===== config.mk =====
export PLATFORM = sky130hd
export DESIGN_NAME = tcm4671_cmd_sequencer
export DESIGN_NICKNAME = d
export VERILOG_FILES = /design/src/rtl/tcm4671_pkg.sv /design/src/rtl/tcm4671_cmd_fifo.sv /design/src/rtl/tcm4671_cmd_sequencer.sv
export SDC_FILE = /design/constraint.sdc
export NUM_CORES = 1
export LEC_CHECK = 0
export CAP_MARGIN = 20
export CORE_ASPECT_RATIO = 0.5
export CORE_MARGIN = 3
export CORE_UTILIZATION = 25
export CTS_BUF_LIST = sky130_fd_sc_hd__clkbuf_8
export CTS_CLUSTER_SIZE = 30
export DETAILED_ROUTE_END_ITERATION = 16
export PLACE_DENSITY_LB_ADDON = 0.08
export SKIP_CTS_REPAIR_TIMING = 1
export SLEW_MARGIN = 0
export SYNTH_ARGS = -nofsm -noshare
export SYNTH_HDL_FRONTEND = slang
export SYNTH_HIERARCHICAL = 1
export SYNTH_SLANG_ARGS = --single-unit

===== constraint.sdc =====
create_clock -name clk -period 2.7 [get_ports clk]
set_input_delay 0.54 -clock clk [delete_from_list [all_inputs] [get_ports clk]]
set_output_delay 0.54 -clock clk [all_outputs]
set_load 0.01 [all_outputs]

===== src/rtl/tcm4671_pkg.sv =====
// rtl/tcm4671_pkg.sv - shared widths, command struct and FSM states for the TCM4671 command sequencer
package tcm4671_pkg;

  localparam int ADDR_W     = 7;
  localparam int DATA_W     = 32;
  localparam int DATAGRAM_W = 40;

  // Same bit layout as the SPI datagram: {write, addr, data}
  typedef struct packed {
    logic              write;
    logic [ADDR_W-1:0] addr;
    logic [DATA_W-1:0] data;
  } cmd_t;

  typedef enum logic [2:0] {
    IDLE,
    ISSUE,
    WAIT,
    RESP,
    GAP
  } state_t;

endpackage


===== src/rtl/tcm4671_cmd_fifo.sv =====
// rtl/tcm4671_cmd_fifo.sv - synchronous command FIFO with registered occupancy count
module tcm4671_cmd_fifo
  import tcm4671_pkg::*;
#(
  parameter int DEPTH = 4
) (
  input  logic                     clk,
  input  logic                     reset,
  input  logic                     i_push,
  input  cmd_t                     i_din,
  input  logic                     i_pop,
  output cmd_t                     o_dout,
  output logic [$clog2(DEPTH):0]   o_count,
  output logic                     o_full,
  output logic                     o_empty
);

  localparam int PW = $clog2(DEPTH);
  localparam int CW = PW + 1;

  cmd_t          r_mem [DEPTH];
  logic [PW-1:0] r_wr_ptr;
  logic [PW-1:0] r_rd_ptr;
  logic [CW-1:0] r_count;
  logic          w_push;
  logic          w_pop;

  // Overflow/underflow protection: requests against a full/empty FIFO are dropped
  assign w_push  = i_push && !o_full;
  assign w_pop   = i_pop && !o_empty;
  assign o_full  = (r_count == CW'(DEPTH));
  assign o_empty = (r_count == '0);
  assign o_count = r_count;
  assign o_dout  = r_mem[r_rd_ptr];

  // Pointer and occupancy bookkeeping; pointers wrap naturally since DEPTH is a power of 2
  always_ff @(posedge clk or posedge reset) begin
    if (reset) begin
      r_wr_ptr <= '0;
      r_rd_ptr <= '0;
      r_count  <= '0;
    end else begin
      if (w_push) r_wr_ptr <= r_wr_ptr + 1'b1;
      if (w_pop)  r_rd_ptr <= r_rd_ptr + 1'b1;
      case ({w_push, w_pop})
        2'b10:   r_count <= r_count + 1'b1;
        2'b01:   r_count <= r_count - 1'b1;
        default: r_count <= r_count;
      endcase
    end
  end

  // Storage array; contents need no reset because occupancy gates every read
  always_ff @(posedge clk) begin
    if (w_push) r_mem[r_wr_ptr] <= i_din;
  end

endmodule


===== src/rtl/tcm4671_cmd_sequencer.sv =====
// rtl/tcm4671_cmd_sequencer.sv - buffers host register commands and issues them as spaced SPI datagrams
module tcm4671_cmd_sequencer
  import tcm4671_pkg::*;
#(
  parameter int FIFO_DEPTH = 4,
  parameter int GAP_CYCLES = 4
) (
  input  logic                        clk,
  input  logic                        reset,
  input  logic                        cmd_valid,
  output logic                        cmd_ready,
  input  logic                        cmd_write,
  input  logic [6:0]                  cmd_addr,
  input  logic [31:0]                 cmd_wdata,
  output logic                        rsp_valid,
  input  logic                        rsp_ready,
  output logic [6:0]                  rsp_addr,
  output logic [31:0]                 rsp_data,
  output logic                        spi_start,
  output logic [39:0]                 spi_datagram,
  input  logic                        spi_done,
  input  logic [31:0]                 spi_rdata,
  output logic                        busy,
  output logic [$clog2(FIFO_DEPTH):0] fifo_count
);

  localparam int GW = (GAP_CYCLES > 1) ? $clog2(GAP_CYCLES) : 1;

  state_t            r_state;
  state_t            w_next;
  cmd_t              w_in;
  cmd_t              w_head;
  cmd_t              r_datagram;
  logic              w_push;
  logic              w_pop;
  logic              w_full;
  logic              w_empty;
  logic              r_write;
  logic [ADDR_W-1:0] r_addr;
  logic [ADDR_W-1:0] r_rsp_addr;
  logic [DATA_W-1:0] r_rsp_data;
  logic [GW-1:0]     r_gap_cnt;

  // Read data field is zeroed at enqueue so the FIFO head is already the final datagram
  assign w_in      = {cmd_write, cmd_addr, (cmd_write ? cmd_wdata : 32'h0)};
  assign cmd_ready = !w_full;
  assign w_push    = cmd_valid && cmd_ready;
  assign busy      = (r_state != IDLE) || !w_empty;
  assign rsp_addr  = r_rsp_addr;
  assign rsp_data  = r_rsp_data;
  // During ISSUE the datagram comes straight from the FIFO head, afterwards from the held copy
  assign spi_datagram = (r_state == ISSUE) ? w_head : r_datagram;

  tcm4671_cmd_fifo #(
    .DEPTH (FIFO_DEPTH)
  ) u_fifo (
    .clk     (clk),
    .reset   (reset),
    .i_push  (w_push),
    .i_din   (w_in),
    .i_pop   (w_pop),
    .o_dout  (w_head),
    .o_count (fifo_count),
    .o_full  (w_full),
    .o_empty (w_empty)
  );

  // State register
  always_ff @(posedge clk or posedge reset) begin
    if (reset) r_state <= IDLE;
    else       r_state <= w_next;
  end

  // Next-state logic and per-state control strobes
  always_comb begin
    w_next    = r_state;
    spi_start = 1'b0;
    rsp_valid = 1'b0;
    w_pop     = 1'b0;
    case (r_state)
      IDLE: begin
        if (!w_empty) w_next = ISSUE;
      end
      ISSUE: begin
        spi_start = 1'b1;
        w_pop     = 1'b1;
        w_next    = WAIT;
      end
      WAIT: begin
        if (spi_done) w_next = r_write ? GAP : RESP;
      end
      RESP: begin
        rsp_valid = 1'b1;
        if (rsp_ready) w_next = GAP;
      end
      GAP: begin
        if (r_gap_cnt == '0) w_next = w_empty ? IDLE : ISSUE;
      end
      default: w_next = IDLE;
    endcase
  end

  // Transaction context, read result capture and inter-datagram gap counter
  always_ff @(posedge clk or posedge reset) begin
    if (reset) begin
      r_write    <= 1'b0;
      r_addr     <= '0;
      r_datagram <= '0;
      r_rsp_addr <= '0;
      r_rsp_data <= '0;
      r_gap_cnt  <= '0;
    end else begin
      if (r_state == ISSUE) begin
        r_write    <= w_head.write;
        r_addr     <= w_head.addr;
        r_datagram <= w_head;
      end
      if ((r_state == WAIT) && spi_done && !r_write) begin
        r_rsp_addr <= r_addr;
        r_rsp_data <= spi_rdata;
      end
      // Held at GAP_CYCLES-1 outside GAP so it is already loaded on entry
      if (r_state != GAP)         r_gap_cnt <= GW'(GAP_CYCLES - 1);
      else if (r_gap_cnt != '0)   r_gap_cnt <= r_gap_cnt - 1'b1;
    end
  end

endmodule

==> results of run 1 <==
-- power groups by stage --
stage / clock [mW] / sequential (mW) / combinational (mW)
floorplan: 0 / 6.11 / 3.36
global placement: 0 / 6.05 / 6.32
detailed placement: 0 / 6.08 / 6.30
CTS: 3.50 / 6.01 / 6.33
global route: 3.70 / 6.12 / 7.34
finish: 3.30 / 5.99 / 6.76
-- critical path: stages (launching register included) --
cell	delay [ns]
dfrtp_4	0.49
buf_12	0.15
clkbuf_16	0.16
buf_4	0.13
mux4_2	0.43
nand2_1	0.09
nand2_1	0.06
buf_2	0.14
-- kinds of logic (layout without fill, tap and decap cells) --
family | after synthesis | after routing
compound gates | 5 | 5
simple gates | 190 | 190
buf+inv | 41 | 302
flops | 259 | 259
fa+ha+maj | 7 | 7
xor+xnor | 7 | 7
mux | 82 | 82
-- metal layers --
| layer | vias up | GRT usage (%) |
|---|---|---|
| met5 | - | 0 |
| li1 | 2590 | - |
| met1 | 2861 | 14.2 |
| met3 | 43 | 2.97 |
| met2 | 108 | 18.8 |
| met4 | 0 | 3.23 |
-- worst paths after layout --
path / startpoint / end / slack (ns) / cells after the start
worst max-delay path: u_fifo/r_rd_ptr[0]$_DFFE_PP0P_ / spi_datagram[20] / -0.06 / 7
worst min-delay path: reset / u_fifo/r_rd_ptr[0]$_DFFE_PP0P_ / 0.30 / 2
worst max register to register: r_state[2]$_DFFE_PP0P_ / u_fifo/o_count[2]$_DFFE_PP0P_ / 0.20 / 10
worst min register to register: r_datagram[23]$_DFF_PP0_ / r_datagram[23]$_DFF_PP0_ / 0.47 / 2
max in group asynchronous: reset / rsp_data[29]$_DFFE_PP0P_ / 1.58 / 3
min in group clk: r_datagram[23]$_DFF_PP0_ / r_datagram[23]$_DFF_PP0_ / 0.47 / 2
-- cell usage after synthesis, drive strengths merged --
cell type	n
xor2	4
o31a	1
nor3	1
nor4b	1
nand3	3
edfxtp	160
buf	20
nor2	2
mux2i	1
and3	1
nand2	139
a32o	1
fa	1
mux2	41
mux4	40
a211o	1
nor3b	1
dfrtp	99
nor2b	3
xnor2	3
o21ai	2
inv	14
and2	36
nand2b	1
ha	6
nor4	1
clkbuf	7
or3b	1
-- registers in the layout (all words and copies together), names as in the netlist, 2 cells and up --
signal	cells
u_fifo/r_mem	160
r_datagram	40
rsp_data	32
r_addr	7
rsp_addr	7
r_state	3
u_fifo/o_count	3
r_gap_cnt	2
u_fifo/r_rd_ptr	2
u_fifo/r_wr_ptr	2
-- cell type report --
class | count | area, um^2 | share of cell area, %
sequential | 259 | 7290 | 52.8
multi-input combinational | 291 | 2690 | 19.5
timing repair buffer | 213 | 2280 | 16.6
tap | 530 | 663 | 4.81
clock buffer | 48 | 661 | 4.79
clock inverter | 27 | 149 | 1.08
inverter | 14 | 61.3 | 0.444
-- cells in the final DEF, fill, tap and decap left out, drive strengths merged, types with 3 or more instances in the layout --
cell type	synthesis	routed
edfxtp	160	160
nand2	139	139
clkdlybuf4s50	0	121
dfrtp	99	99
buf	20	66
clkbuf	7	61
mux2	41	41
mux4	40	40
and2	36	36
inv	14	32
dlymetal6s2s	0	13
ha	6	6
clkinv	0	6
xor2	4	4
nand3	3	3
xnor2	3	3
nor2b	3	3
-- through the flow --
step                      total power [mW]  std cells  hold WS (ns)
after floorplan                       9.47        591         0.343
after global placement                12.4       1284         0.457
after detailed placement              12.4       1284         0.461
after CTS                             15.8       1359         0.269
after global routing                  17.2       1382         0.287
final                                 16.0       1382         0.301
==> flow_summary_export.csv, run 1 <==
group,metric,value,unit
run_status,status,"complete, but fails checks",
run_status,violations,"negative setup slack",
floorplanning,core,39500,um^2
yosys,syn_inst,591,
critical_path,crit_type,"reg2out",
yosys,synth-xor-area-share,0.603,%
floorplanning,io_pins,163,
timing,relSlewSlack,60.7,%
yosys,ys_top_cells_by_area,"edfxtp_1 47%, dfrtp_1 24%, mux4_2 8.4%",
timing,final.setup.tns,-0.488,ns
drt,drtPass1Iterations,4,
timing,min_period,2.76,ns
drt,num_vias,5602,
global_routing,grt_pass1_vias,6171,
timing,hold_viol,0,
drt,m1WireLength,10.9,mm
finish,utilization,34.9,%
floorplanning,die_w,291,um
drt,wl_met3,1.22,mm
clocking,insertion_delay,0.57,ns
yosys,synth-compound-area-share,0.369,%
drt,viasPerCell,4.05,
finish,drive_above_1_share,31.3,%
yosys,avgSynthCellArea,17.2,um^2
hold_path,min_path_type,"in2async",
power,pwr-share-clk,20.6,%
global_routing,grt_pass1_wl,37.0,mm
power,intPower,10.9,mW
drt,wirelength,24.8,mm
critical_path,start_kind,"flop",
critical_path,worstPathRequired,2.16,ns
clocking,clk_pin_slew,0.07,ns
critical_path,arrival,2.22,ns
critical_path,critPathCaptureType,"output port",
drt,drc,0,
yosys,syn-num-nets,675,
timing,setup_viol_count_final,14,
clocking,cts_buffer_depth,3,
clocking,root_buffer,"clkbuf_8",
global_routing,antenna_found_initial,0,
power,swShare,32.1,%
power,power.density,1160,nW/um^2
power,peakVddDrop,365,uV
clocking,cts_tree,"done",
global_routing,grt_max_degree,54,
placed_design,dpl-instance-area,12600,um^2
floorplanning,initial_core_util,25.7,%
power,combPwrFrac,42.1,%
power,leakagePower,5.61,nW
yosys,synthAdderAreaFrac,0.936,%
floorplanning,std_cell_rows,51,
yosys,synth_mux_area_share,15.0,%
yosys,synth-simple-area-share,8.54,%
drt,avgRoutedWirePerCell,18.0,um
placed_design,gpl.final_weighted_congestion,0.646,
drt,met2_length,12.3,mm
timing,worst_slack,-0.0628,ns
clocking,cts.sinks,259,
timing,tightest_slew,0.588,ns
yosys,synth-seq-cells,259,
power,seq_power_share,37.3,%
timing,slew_viol_final,0,
placed_design,hpwl,14.7,mm
timing,period_share,102,%
floorplanning,die_h,149,um
placed_design,place_ws,0.105,ns
yosys,synth.largest_area_cell,"edfxtp_1",
yosys,synth_top_family_by_area,"multiplexers",
finish,antenna_cells,0,
finish,final_nets,905,
global_routing,grt.overflow.total,0,
critical_path,crit_fanout,8,
yosys,synth_top_area_share,47.3,%
drt,routed.top_layer,"met4",
yosys,ys_warn_count,6,
yosys,syn-cell-area,10200,um^2
clocking,htree_levels,2,
flow_run,max_cap_viol_count,0,
timing,rsz0062_at_grt,"true",
yosys,synth_cell_types,35,
power,switchingPower,5.16,mW
finish,fin_area,13800,um^2
drt,drtAntennaViolNets,0,
floorplanning,dieArea,43300,um^2
timing,fmax,362,MHz
placed_design,port_buffers,162,
drt,drtIter0Drc,251,
finish,n_fill_cell,3837,
yosys,yosysSeqAreaShare,71.6,%
timing,finClkSkew,0.0366,ns
global_routing,grt_usage,11.1,%
finish,area.growth.synth_to_final,35.8,%
clocking,cts_inserted_buffers,42,
(Power assumes the default switching activity.)
==> inputs of run 2 (changes only) <==
--- a/config.mk
+++ b/config.mk
@@ -19,3 +19,4 @@
 export SYNTH_HDL_FRONTEND = slang
 export SYNTH_HIERARCHICAL = 1
 export SYNTH_SLANG_ARGS = --single-unit
+export TNS_END_PERCENT = 10
==> constraint.sdc (replaced) <==
create_clock -name clk -period 2.4 [get_ports clk]
set_input_delay 0.48 -clock clk [delete_from_list [all_inputs] [get_ports clk]]
set_output_delay 0.48 -clock clk [all_outputs]
set_load 0.01 [all_outputs]
==> run 2 against run 1 <==
  * The flow still finishes with violations (negative setup slack)
  * Core utilization decreased by 0.26 points
  * Final area decreased by 0.74%
  * Cell count rose by 0.58%
  * Worst hold slack got worse by 0.067 ns
  * Sequential cell count unchanged
  * Sequential share of layout area increased by 0.41 points
  * Critical path type unchanged
  * Critical endpoint is now spi_datagram[12]
==> flow_summary_export.csv, run 2 (same netlist as run 1, synthesis figures left out) <==
group,metric,value,unit
drt,viasPerCell,4.05,
finish,final_nets,910,
drt,m1WireLength,11.0,mm
critical_path,start_kind,"flop",
placed_design,hpwl,15.2,mm
power,seq_power_share,37.7,%
timing,setup_viol_count_final,40,
finish,layoutNonFillerInstCount,1390,
floorplanning,dieArea,43300,um^2
drt,drtPass1Iterations,4,
critical_path,reg2reg_from,"r_state[1]$_DFFE_PP0P_",
drt,wirelength,24.7,mm
critical_path,worstPathRequired,1.92,ns
drt,drtAntennaViolNets,0,
finish,area.growth.synth_to_final,34.8,%
finish,largest_register,"u_fifo/r_mem",
global_routing,grt.overflow.total,0,
critical_path,reg2reg_depth,10,
power,leakagePower,5.54,nW
timing,relSlewSlack,55.9,%
timing,period_share,114,%
timing,finClkSkew,0.0185,ns
timing,hold_viol,0,
timing,min_period,2.73,ns
placed_design,gpl.final_weighted_congestion,0.653,
finish,layout_commonest_cell,"edfxtp_1",
floorplanning,die_h,149,um
run_status,status,"complete, but fails checks",
global_routing,grt_max_degree,41,
finish,utilization,34.7,%
power,peakVddDrop,442,uV
power,combPwrFrac,40.4,%
placed_design,dpl.cell_count,1297,
global_routing,grt_pass1_wl,38.0,mm
run_status,violations,"negative setup slack",
finish,drive_above_1_share,31.2,%
power,swShare,32.4,%
global_routing,grt_usage,11.4,%
drt,routed.top_layer,"met4",
floorplanning,std_cell_rows,51,
critical_path,crit_fanout,8,
finish,antenna_cells,0,
clocking,cts_inserted_buffers,42,
critical_path,rr_endpoint,"u_fifo/o_count[2]$_DFFE_PP0P_",
flow_run,max_cap_viol_count,0,
placed_design,port_buffers,162,
global_routing,grt_pass1_vias,6264,
power,switchingPower,5.77,mW
drt,num_vias,5627,
critical_path,crit_type,"reg2out",
floorplanning,initial_core_util,25.7,%
drt,drc,0,
clocking,clk_pin_slew,0.07,ns
timing,tightest_slew,0.660,ns
critical_path,critPathCaptureType,"output port",
hold_path,min_path_type,"in2async",
floorplanning,core,39500,um^2
finish,mostFrequentLayoutCells,"160 x edfxtp_1, 119 x nand2_1, 118 x clkdlybuf4s50_1, 95 x dfrtp_1, 47 x clkbuf_8",
drt,avgRoutedWirePerCell,17.8,um
power,intPower,12.0,mW
drt,drtIter0Drc,218,
drt,met2_length,12.1,mm
power,power.density,1300,nW/um^2
critical_path,r2r_slack,0.06,ns
global_routing,antenna_found_initial,0,
clocking,cts_tree,"done",
power,pwr-share-clk,21.9,%
clocking,htree_levels,2,
critical_path,arrival,2.25,ns
placed_design,place_ws,-0.0794,ns
clocking,insertion_delay,0.57,ns
timing,worst_slack,-0.332,ns
timing,slew_viol_final,0,
clocking,cts.sinks,259,
timing,rsz0062_at_grt,"true",
floorplanning,io_pins,163,
timing,fmax,366,MHz
clocking,root_buffer,"clkbuf_8",
floorplanning,die_w,291,um
clocking,cts_buffer_depth,3,
finish,largest_reg_flops,160,
drt,wl_met3,1.23,mm
run 2: changes by cell type in the layout (fill, tap and decap cells not counted), sizes merged:
| cell | delta |
|---|---|
| clkbuf | +17 |
| clkinv | +5 |
| bufinv | +1 |
| inv | -2 |
| dlymetal6s2s | -5 |
| clkdlybuf4s50 | -3 |
| buf | -5 |
run 2: power groups by stage:
stage / clock (mW) / combinational [mW] / sequential, mW
2_1_floorplan: 0 / 3.78 / 6.87
3_3_place_gp: 0 / 7.34 / 6.75
3_5_place_dp: 0 / 7.31 / 6.80
4_1_cts: 4.10 / 7.34 / 6.72
5_1_grt: 4.31 / 7.87 / 6.85
6_report: 3.90 / 7.18 / 6.71
run 2: how the worst max path moves through the flow:
stage,from,endpoint,cells past startpoint
2_1_floorplan,r_state[1]$_DFFE_PP0P_,u_fifo/o_count[2]$_DFFE_PP0P_,11
3_3_place_gp,r_state[1]$_DFFE_PP0P_,spi_datagram[32],6
3_5_place_dp,r_state[1]$_DFFE_PP0P_,spi_datagram[32],6
4_1_cts,r_state[1]$_DFFE_PP0P_,spi_datagram[32],6
5_1_grt,u_fifo/r_rd_ptr[0]$_DFFE_PP0P_,spi_datagram[12],7
6_report,u_fifo/r_rd_ptr[0]$_DFFE_PP0P_,spi_datagram[12],7
run 2: stage by stage:
stage	instance area (um^2)	power [mW]	hold slack [ns]	setup TNS [ns]
2_1_floorplan	10200	10.7	0.283	-0.0223
3_3_place_gp	12700	14.1	0.457	-0.451
3_5_place_dp	12700	14.1	0.458	-0.609
4_1_cts	13600	18.2	0.200	-27.05
5_1_grt	13700	19.0	0.221	-14.20
6_report	13700	17.8	0.235	-8.69
run 2: layout make-up:
cell class | count | area, um^2
Multi-Input combinational cell | 291 | 2650
Inverter | 14 | 58.8
Timing Repair Buffer | 218 | 2190
Sequential cell | 259 | 7290
Clock inverter | 31 | 199
Fill cell | 3839 | 25800
Tap cell | 530 | 663
Clock buffer | 47 | 647
run 2: routing by layer:
layer	vias up	GRT usage, %
met5	-	0
li1	2601	-
met4	0	3.05
met2	112	19.3
met3	36	3.10
met1	2878	14.6
run 2: worst max-delay path, cell delays in order (launching register included):
cell and delay, ns:
dfrtp_4 0.54, buf_12 0.16, buf_12 0.14, buf_6 0.11, mux4_2 0.43, nand2_2 0.10
nand2_4 0.06, buf_6 0.11
==> inputs of run 3 (changes only) <==
--- a/config.mk
+++ b/config.mk
@@ -12,7 +12,6 @@
 export CTS_BUF_LIST = sky130_fd_sc_hd__clkbuf_8
 export CTS_CLUSTER_SIZE = 30
 export DETAILED_ROUTE_END_ITERATION = 16
-export PLACE_DENSITY_LB_ADDON = 0.08
 export SKIP_CTS_REPAIR_TIMING = 1
 export SLEW_MARGIN = 0
 export SYNTH_ARGS = -nofsm -noshare
==> run 3 against run 2 <==
  * Critical path type unchanged
  * The flow still finishes with violations (negative setup slack)
  * Sequential cell count unchanged
  * Sequential power about the same
  * Fmax up 2.9%
  * Non-clock buffer count unchanged
  * First-iteration DRC count up 70%
  * Clock power up 1%
  * Combinational power up 2%
  * Core utilization up 0.057 points
  * Via count unchanged
  * Register-to-register slack about the same
  * Sequential share of layout area down 0.11 points
  * Worst hold slack better by 0.013 ns
==> flow_summary_export.csv, run 3 (same netlist as run 1, synthesis figures left out) <==
group,metric,value,unit
clocking,htree_levels,2,
global_routing,grt_max_degree,41,
timing,period_share,111,%
placed_design,dpl.cell_count,1285,
floorplanning,die_h,149,um
timing,min_period,2.65,ns
timing,finClkSkew,0.0218,ns
power,swShare,32.1,%
finish,utilization,34.7,%
global_routing,top_usage_layer,"met2",
floorplanning,io_pins,163,
clocking,root_buffer,"clkbuf_8",
placed_design,place_ws,-0.0755,ns
critical_path,crit_type,"reg2out",
global_routing,antenna_found_initial,0,
timing,setup_viol_count_final,40,
critical_path,worstPathCellList,"buf_12, buf_4, clkbuf_16, mux4_2, nand2_1, nand2_1, buf_2",
finish,largest_reg_flops,160,
drt,avgRoutedWirePerCell,16.9,um
critical_path,cp_common_cell,"nand2_1",
drt,drc,0,
finish,final_nets,910,
finish,antenna_cells,0,
critical_path,worstPathRequired,1.92,ns
clocking,cts.sinks,259,
clocking,insertion_delay,0.55,ns
drt,drtPass1Iterations,4,
run_status,status,"complete, but fails checks",
power,combPwrFrac,40.6,%
global_routing,grt_pass1_vias,6168,
floorplanning,die_w,291,um
floorplanning,initial_core_util,25.7,%
floorplanning,dieArea,43300,um^2
power,p_total,18.0,mW
critical_path,crit_fanout,6,
timing,worst_slack,-0.255,ns
placed_design,port_buffers,162,
timing,hold_viol,0,
power,power.density,1310,nW/um^2
run_status,violations,"negative setup slack",
clocking,clk_pin_slew,0.06,ns
power,leakagePower,5.51,nW
hold_path,min_path_type,"in2async",
drt,viasPerCell,4.05,
finish,fin_area,13700,um^2
power,peakVddDrop,450,uV
critical_path,start_kind,"flop",
flow_run,max_cap_viol_count,0,
finish,area.growth.synth_to_final,35.0,%
power,switchingPower,5.78,mW
global_routing,met1_usage,11.6,%
drt,drtIter0Drc,371,
clocking,cts_buffer_depth,3,
timing,slew_viol_final,0,
timing,rsz0062_at_grt,"true",
timing,tightest_slew,0.669,ns
global_routing,grt_pass1_wl,35.7,mm
global_routing,use_met2,20.4,%
timing,whs,0.247,ns
finish,layout_commonest_cell,"edfxtp_1",
placed_design,dpl-instance-area,12600,um^2
placed_design,hpwl,14.4,mm
timing,fmax,377,MHz
finish,layoutNonFillerInstCount,1390,
power,pwr-share-clk,22.0,%
floorplanning,core,39500,um^2
clocking,cts_inserted_buffers,42,
floorplanning,std_cell_rows,51,
finish,mostFrequentLayoutCells,"160 x edfxtp_1, 120 x nand2_1, 119 x clkdlybuf4s50_1, 96 x dfrtp_1, 47 x clkbuf_8",
global_routing,grt_usage,10.5,%
drt,drtAntennaViolNets,0,
critical_path,arrival,2.17,ns
timing,final.setup.tns,-7.09,ns
drt,num_vias,5627,
drt,wirelength,23.6,mm
power,seq_power_share,37.4,%
critical_path,critPathMaxStageDelay,0.47,ns
timing,relSlewSlack,55.3,%
critical_path,critPathCaptureType,"output port",
critical_path,reg2reg_depth,10,
global_routing,grtUsageMet3,2.22,%
finish,drive_above_1_share,31.2,%
finish,largest_register,"u_fifo/r_mem",
power,intPower,12.2,mW
clocking,cts_tree,"done",
critical_path,cpMaxStageDelayCell,"mux4_2",
global_routing,grt.overflow.total,0,
placed_design,gpl.final_weighted_congestion,0.702,
run 3: cell types whose count changed in the layout (fill, tap and decap cells not counted), moves of 2 or more:
cell	before	now
dlymetal6s2s_1	8	5
clkinv_2	5	3
buf_4	29	32
buf_12	20	15
inv_1	28	24
clkinv_4	0	2
clkinv_1	5	9
clkbuf_16	1	4
clkbuf_2	30	28
run 3: final cells by class:
class,instances,area [um^2]
inverters,14,61.3
clock inverters,31,233
clock buffers,47,647
multi-input cells,291,2650
repair buffers,218,2180
well taps,530,663
fillers,3775,25800
flip-flops and latches,259,7290
run 3: power by group through the flow:
stage	Clock [mW]	Sequential [mW]	Combinational, mW
after global routing	4.32	6.87	7.88
final	3.95	6.73	7.30
after detailed placement	0	6.80	7.07
after floorplan	0	6.87	3.78
after global placement	0	6.73	6.99
after CTS	4.11	6.73	7.10
run 3: final timing paths:
kind / slack [ns] / end / start
max: -0.25 / spi_datagram[26] / u_fifo/r_rd_ptr[0]$_DFFE_PP0P_
min: 0.25 / u_fifo/r_wr_ptr[0]$_DFFE_PP0P_ / reset
max reg2reg: 0.05 / u_fifo/o_count[2]$_DFFE_PP0P_ / r_state[1]$_DFFE_PP0P_
min reg2reg: 0.46 / r_datagram[11]$_DFF_PP0_ / r_datagram[11]$_DFF_PP0_
max in group asynchronous: 1.39 / rsp_data[30]$_DFFE_PP0P_ / reset
min in group clk: 0.46 / r_datagram[11]$_DFF_PP0_ / r_datagram[11]$_DFF_PP0_
run 3: critical path: cells and delay by family, from the launching register on:
| family | cells | cell delay (ns) |
|---|---|---|
| buffers and inverters | 4 | 0.58 |
| multiplexers | 1 | 0.47 |
| flip-flops | 1 | 0.42 |
| AND/OR/NAND/NOR | 2 | 0.15 |
run 3: routing by layer:
metal	vias to the layer above	routed length [um]	share of wire, %
li1	2611	-	-
met1	2920	9250	39
met2	70	13300	56
met3	26	695	2.9
met4	0	360	1.5
met5	-	0	0
==> RTL change 1: new RTL, settings of run 2 <==
Change the parameter `FIFO_DEPTH` from 4 to 8.
--- a/src/rtl/tcm4671_cmd_sequencer.sv
+++ b/src/rtl/tcm4671_cmd_sequencer.sv
@@ -3,5 +3,5 @@
   import tcm4671_pkg::*;
 #(
-  parameter int FIFO_DEPTH = 4,
+  parameter int FIFO_DEPTH = 8,
   parameter int GAP_CYCLES = 4
 ) (
Ports: changed (resized fifo_count); port bits go from 163 to 164. No check against the original RTL was run, so the function may have changed too.
==> RTL change 1 against run 2 <==
- the flow still finishes with violations (negative setup slack)
- clock skew grew 0.025 ns
- area after synthesis grew 66%
- sequential power grew 52%
- count of clock-buffer cells in the layout grew 26
- sequential cell count grew 163
- total power grew 53%
- wire length grew 76%
- setup slack lost 0.31 ns
- sequential share of layout area grew 2.3 points
- final area grew 60%
- utilization shrank 1.4 points
- final cell count grew 52%
- critical endpoint is now spi_datagram[28]
- largest cell class unchanged
==> RTL change 1: results (changes against run 2) <==
| Metric | Value |
|---|---|
| Critical path peak fanout | 6 (was 8) |
| Flip-flop count of the largest register after layout | 320 (was 160) |
| Terminus of the critical flop-to-flop path | u_fifo/o_count[3] (was u_fifo/o_count[2]) |
| Critical path's top delay family | multiplexers (was flip-flops) |
| Via count of the first global-routing pass | 9460 (was 6264) |
| Count of input and output buffers | 163 (was 162) |
| Setup WS post-layout | -0.644 ns (was -0.332 ns) |
| Maximum vdd ir drop | 0.336 mV (was 0.442 mV) |
| Multi-input combinational gate total | 397 (was 291) |
| Largest stage delay, worst path | 0.51 ns (was 0.54 ns) |
| Register cell area after layout | 12200 µm² (was 7290 µm²) |
| Tightest slew margin relative to the limit | 67.0% (was 55.9%) |
| Leak Pwr | 0.00830 µW (was 0.00554 µW) |
| Number of nets in the finished design | 1261 (was 910) |
| Result of the run | finished, violations left (unchanged) |
| R2R Setup Slk | -0.16 ns (was 0.06 ns) |
| Crit. path cell count | 8 (was 7) |
| Data-path buffer share of cell area in the final layout | 13.3% (was 16.0%) |
| Setup violators final | 43 (was 40) |
| Count of sequential standard cells | 422 (was 259) |
| Worst hold slack | 0.274 ns (was 0.235 ns) |
| Startpoint of the worst register-to-register path | u_fifo/o_count[2] (was r_state[1]) |
| Post-synth EDFFs | 320 (was 160) |
| H-Tree Depth | 3 (was 2) |
| Clock latency on the worst-skew pair | 0.64 ns (was 0.57 ns) |
| Layout clock buffer count | 73 (was 47) |
| Antenna violations before repair | 1 (was 0) |
| Violated checks | negative setup slack (unchanged) |
| Portion of netlist area occupied by mux cells | 18.8% (was 15.0%) |
| Xor/xnor cell area share of the yosys netlist | 0.363% (was 0.603%) |
| Cells after Synth | 874 (was 591) |
| Ranking of synthesized cells by instance count | edfxtp_1 (320), nand2_1 (145), dfrtp_1 (102), mux4_1 (79), mux2_2 (43) (was edfxtp_1 (160), nand2_1 (139), dfrtp_1 (99), mux2_4 (39), mux4_2 (38)) |
| Global Route Usage Sum | 12.0% (was 11.4%) |
| Antenna cells | 1 (was 0) |
| Num CTS Buffers | 69 (was 42) |
RTL change 1: cell count changes after synthesis, sizes merged, moves of 3 or more:
cell / before / now
clkbuf: 7 / 14
dfrtp: 99 / 102
mux2: 41 / 82
nor2: 2 / 7
nand2: 139 / 145
edfxtp: 160 / 320
mux4: 40 / 80
buf: 20 / 27
and2: 36 / 32
nand3: 3 / 7
RTL change 1: power groups by stage:
stage	logic (µW)	registers, µW	clock network (µW)
after floorplan	5440	10400	0
after global placement	10600	10300	0
after detailed placement	10600	10400	0
after CTS	10700	10200	6180
after global routing	12000	10400	6540
final	11100	10200	5860
RTL change 1: per-layer routing:
metal	GRT usage [%]	wire length [µm]	vias to the layer above
met5	0	0	-
met4	3.27	842	0
met3	2.97	1800	75
met2	19.1	19800	183
met1	16.4	21000	4519
li1	-	-	3996
==> RTL change 2: new RTL, settings of run 2 <==
Without the edit above. Put a register stage on the output `fifo_count`, with the module's reset. The value now appears one clock later. The other outputs are not delayed to match.
--- a/src/rtl/tcm4671_cmd_sequencer.sv
+++ b/src/rtl/tcm4671_cmd_sequencer.sv
@@ -26,4 +26,6 @@
 
   localparam int GW = (GAP_CYCLES > 1) ? $clog2(GAP_CYCLES) : 1;
+
+  logic [$clog2(FIFO_DEPTH):0] fifo_count_d;
 
   state_t            r_state;
@@ -61,5 +63,5 @@
     .i_pop   (w_pop),
     .o_dout  (w_head),
-    .o_count (fifo_count),
+    .o_count (fifo_count_d),
     .o_full  (w_full),
     .o_empty (w_empty)
@@ -126,3 +128,11 @@
   end
 
+  always_ff @(posedge clk or posedge reset) begin
+    if (reset) begin
+      fifo_count <= '0;
+    end else begin
+      fifo_count <= fifo_count_d;
+    end
+  end
+
 endmodule
Check against the original RTL: not equivalent (a bounded check fails within 4 cycles, from zero or initial values and one cycle with reset high).
==> RTL change 2 against run 2 <==
- the run still ends with negative setup slack left
- critical path type unchanged
- total power shrank 1.8%
- highest routed layer unchanged
- largest power group unchanged
- final area shrank 0.62%
- largest cell class unchanged
- fmax grew 3.9%
- critical path depth shrank 1
- setup slack gained 0.10 ns
- area after synthesis is essentially flat
- wire length grew 1.0%
- sequential cell count grew 3
==> RTL change 2: results (changes against run 2) <==
| Metric | Value |
|---|---|
| Setup WS post-layout | -0.231 ns (was -0.332 ns) |
| Compound-Gate Fraction of Synth Area | 0.455% (was 0.369%) |
| Signal arrival time at the worst endpoint | 2.15 ns (was 2.25 ns) |
| DP Area | 12800 µm² (was 12700 µm²) |
| Global placer's final weighted congestion | 0.677 (was 0.653) |
| Setup violators final | 40 (unchanged) |
| Critical path endpoint | spi_datagram[32] (was spi_datagram[12]) |
| Synth cell types | 37 (was 35) |
| Pin count of the biggest net entering global routing | 49 (was 41) |
| Asr flop ratio synth | 38.9% (was 38.2%) |
| Leak Pwr | 0.00548 µW (was 0.00554 µW) |
| Vias per cell | 4.09 (was 4.05) |
| Syn Area/Cell | 17.0 µm² (was 17.2 µm²) |
| R2R Setup Slk | 0.01 ns (was 0.06 ns) |
| Share of final-layout standard cells stronger than drive strength 1 | 29.0% (was 31.2%) |
| Result of the run | finished, violations left (unchanged) |
| Top cells by area, synth | edfxtp_1 (47%), dfrtp_1 (25%), mux4_2 (8.4%), nand2_1 (5.2%), mux2_2 (2.7%) (was edfxtp_1 (47%), dfrtp_1 (24%), mux4_2 (8.4%), mux2_4 (5.8%), nand2_1 (5.1%)) |
| Largest stage delay, worst path | 0.50 ns (was 0.54 ns) |
| Startpoint of the worst register-to-register path | r_state[2] (was r_state[1]) |
| Global-route wire length before repair | 38300 µm (was 38000 µm) |
| Tightest slew margin relative to the limit | 67.8% (was 55.9%) |
| Vias | 5693 (was 5627) |
| Portion of the post-synthesis area used by sequential elements | 72.3% (was 71.6%) |
| Skew final | 0.0304 ns (was 0.0185 ns) |
| Post-Synth Adder-Cell Area | 0.935% (was 0.936%) |
| Violated checks | negative setup slack (unchanged) |
| Via count of the first global-routing pass | 6231 (was 6264) |
| Portion of netlist area occupied by mux cells | 14.1% (was 15.0%) |
[RTL change 2: metal layers]
| metal | vias up | share of wire (%) | global-route usage (%) |
|---|---|---|---|
| li1 | 2626 | - | - |
| met1 | 2889 | 45 | 15.1 |
| met2 | 126 | 48 | 19.0 |
| met3 | 52 | 4.8 | 3.04 |
| met4 | 0 | 2.3 | 3.65 |
| met5 | - | 0 | 0 |
[RTL change 2: how the worst min path moves through the flow]
stage                              start                  to  slack, ns  cells past startpoint
after global placement    r_datagram[39]      r_datagram[39]       0.45                      2
after CTS                          reset  u_fifo/r_rd_ptr[1]       0.22                      2
after floorplan                    reset   u_fifo/o_count[0]       0.28                      1
after global routing               reset  u_fifo/r_wr_ptr[0]       0.25                      2
after detailed placement  r_datagram[39]      r_datagram[39]       0.46                      2
final                              reset  u_fifo/r_rd_ptr[1]       0.26                      2
[RTL change 2: cell families after synthesis]
| kind of cell | after synthesis |
|---|---|
| compound gates | 6 |
| xor+xnor | 7 |
| fa+ha+maj | 7 |
| buf+inv | 43 |
| flops | 262 |
| mux | 82 |
| simple gates | 193 |
[RTL change 2: power by group]
| group | internal [µW] | switching [µW] | leakage (µW) |
|---|---|---|---|
| registers | 6280 | 473 | 0.00272 |
| clock network | 1820 | 1880 | 0.000481 |
| logic | 3620 | 3400 | 0.00228 |
| total | 11700 | 5750 | 0.00548 |
[RTL change 2: final cells by class]
cell class                      instances  area (µm²)
Fill cell                            3814       25900
Sequential cell                       262        7360
Multi-Input combinational cell        295        2570
Timing Repair Buffer                  212        2170
Tap cell                              530         663
Clock buffer                           44         606
Clock inverter                         35         179
Inverter                               14        61.3
[RTL change 2: critical path, delay by kind of cell, from the launching register on]
family / cells / cell delay, ns
mux: 1 / 0.44
buf+inv: 3 / 0.47
simple gates: 2 / 0.18
flops: 1 / 0.50
[RTL change 2: per-stage QoR]
stage / TNS, ns / utilization (%) / hold slack (ns) / total power (µW) / setup slack, ns
after floorplan: 0 / - / 0.283 / 10600 / 0.0167
after global placement: -0.648 / 32.3 / 0.454 / 14100 / -0.0732
after detailed placement: -1.98 / 32.3 / 0.460 / 14100 / -0.0887
after CTS: -28.25 / 34.3 / 0.218 / 17900 / -0.724
after global routing: -11.25 / 34.5 / 0.253 / 18700 / -0.342
final: -6.53 / 34.5 / 0.259 / 17500 / -0.231
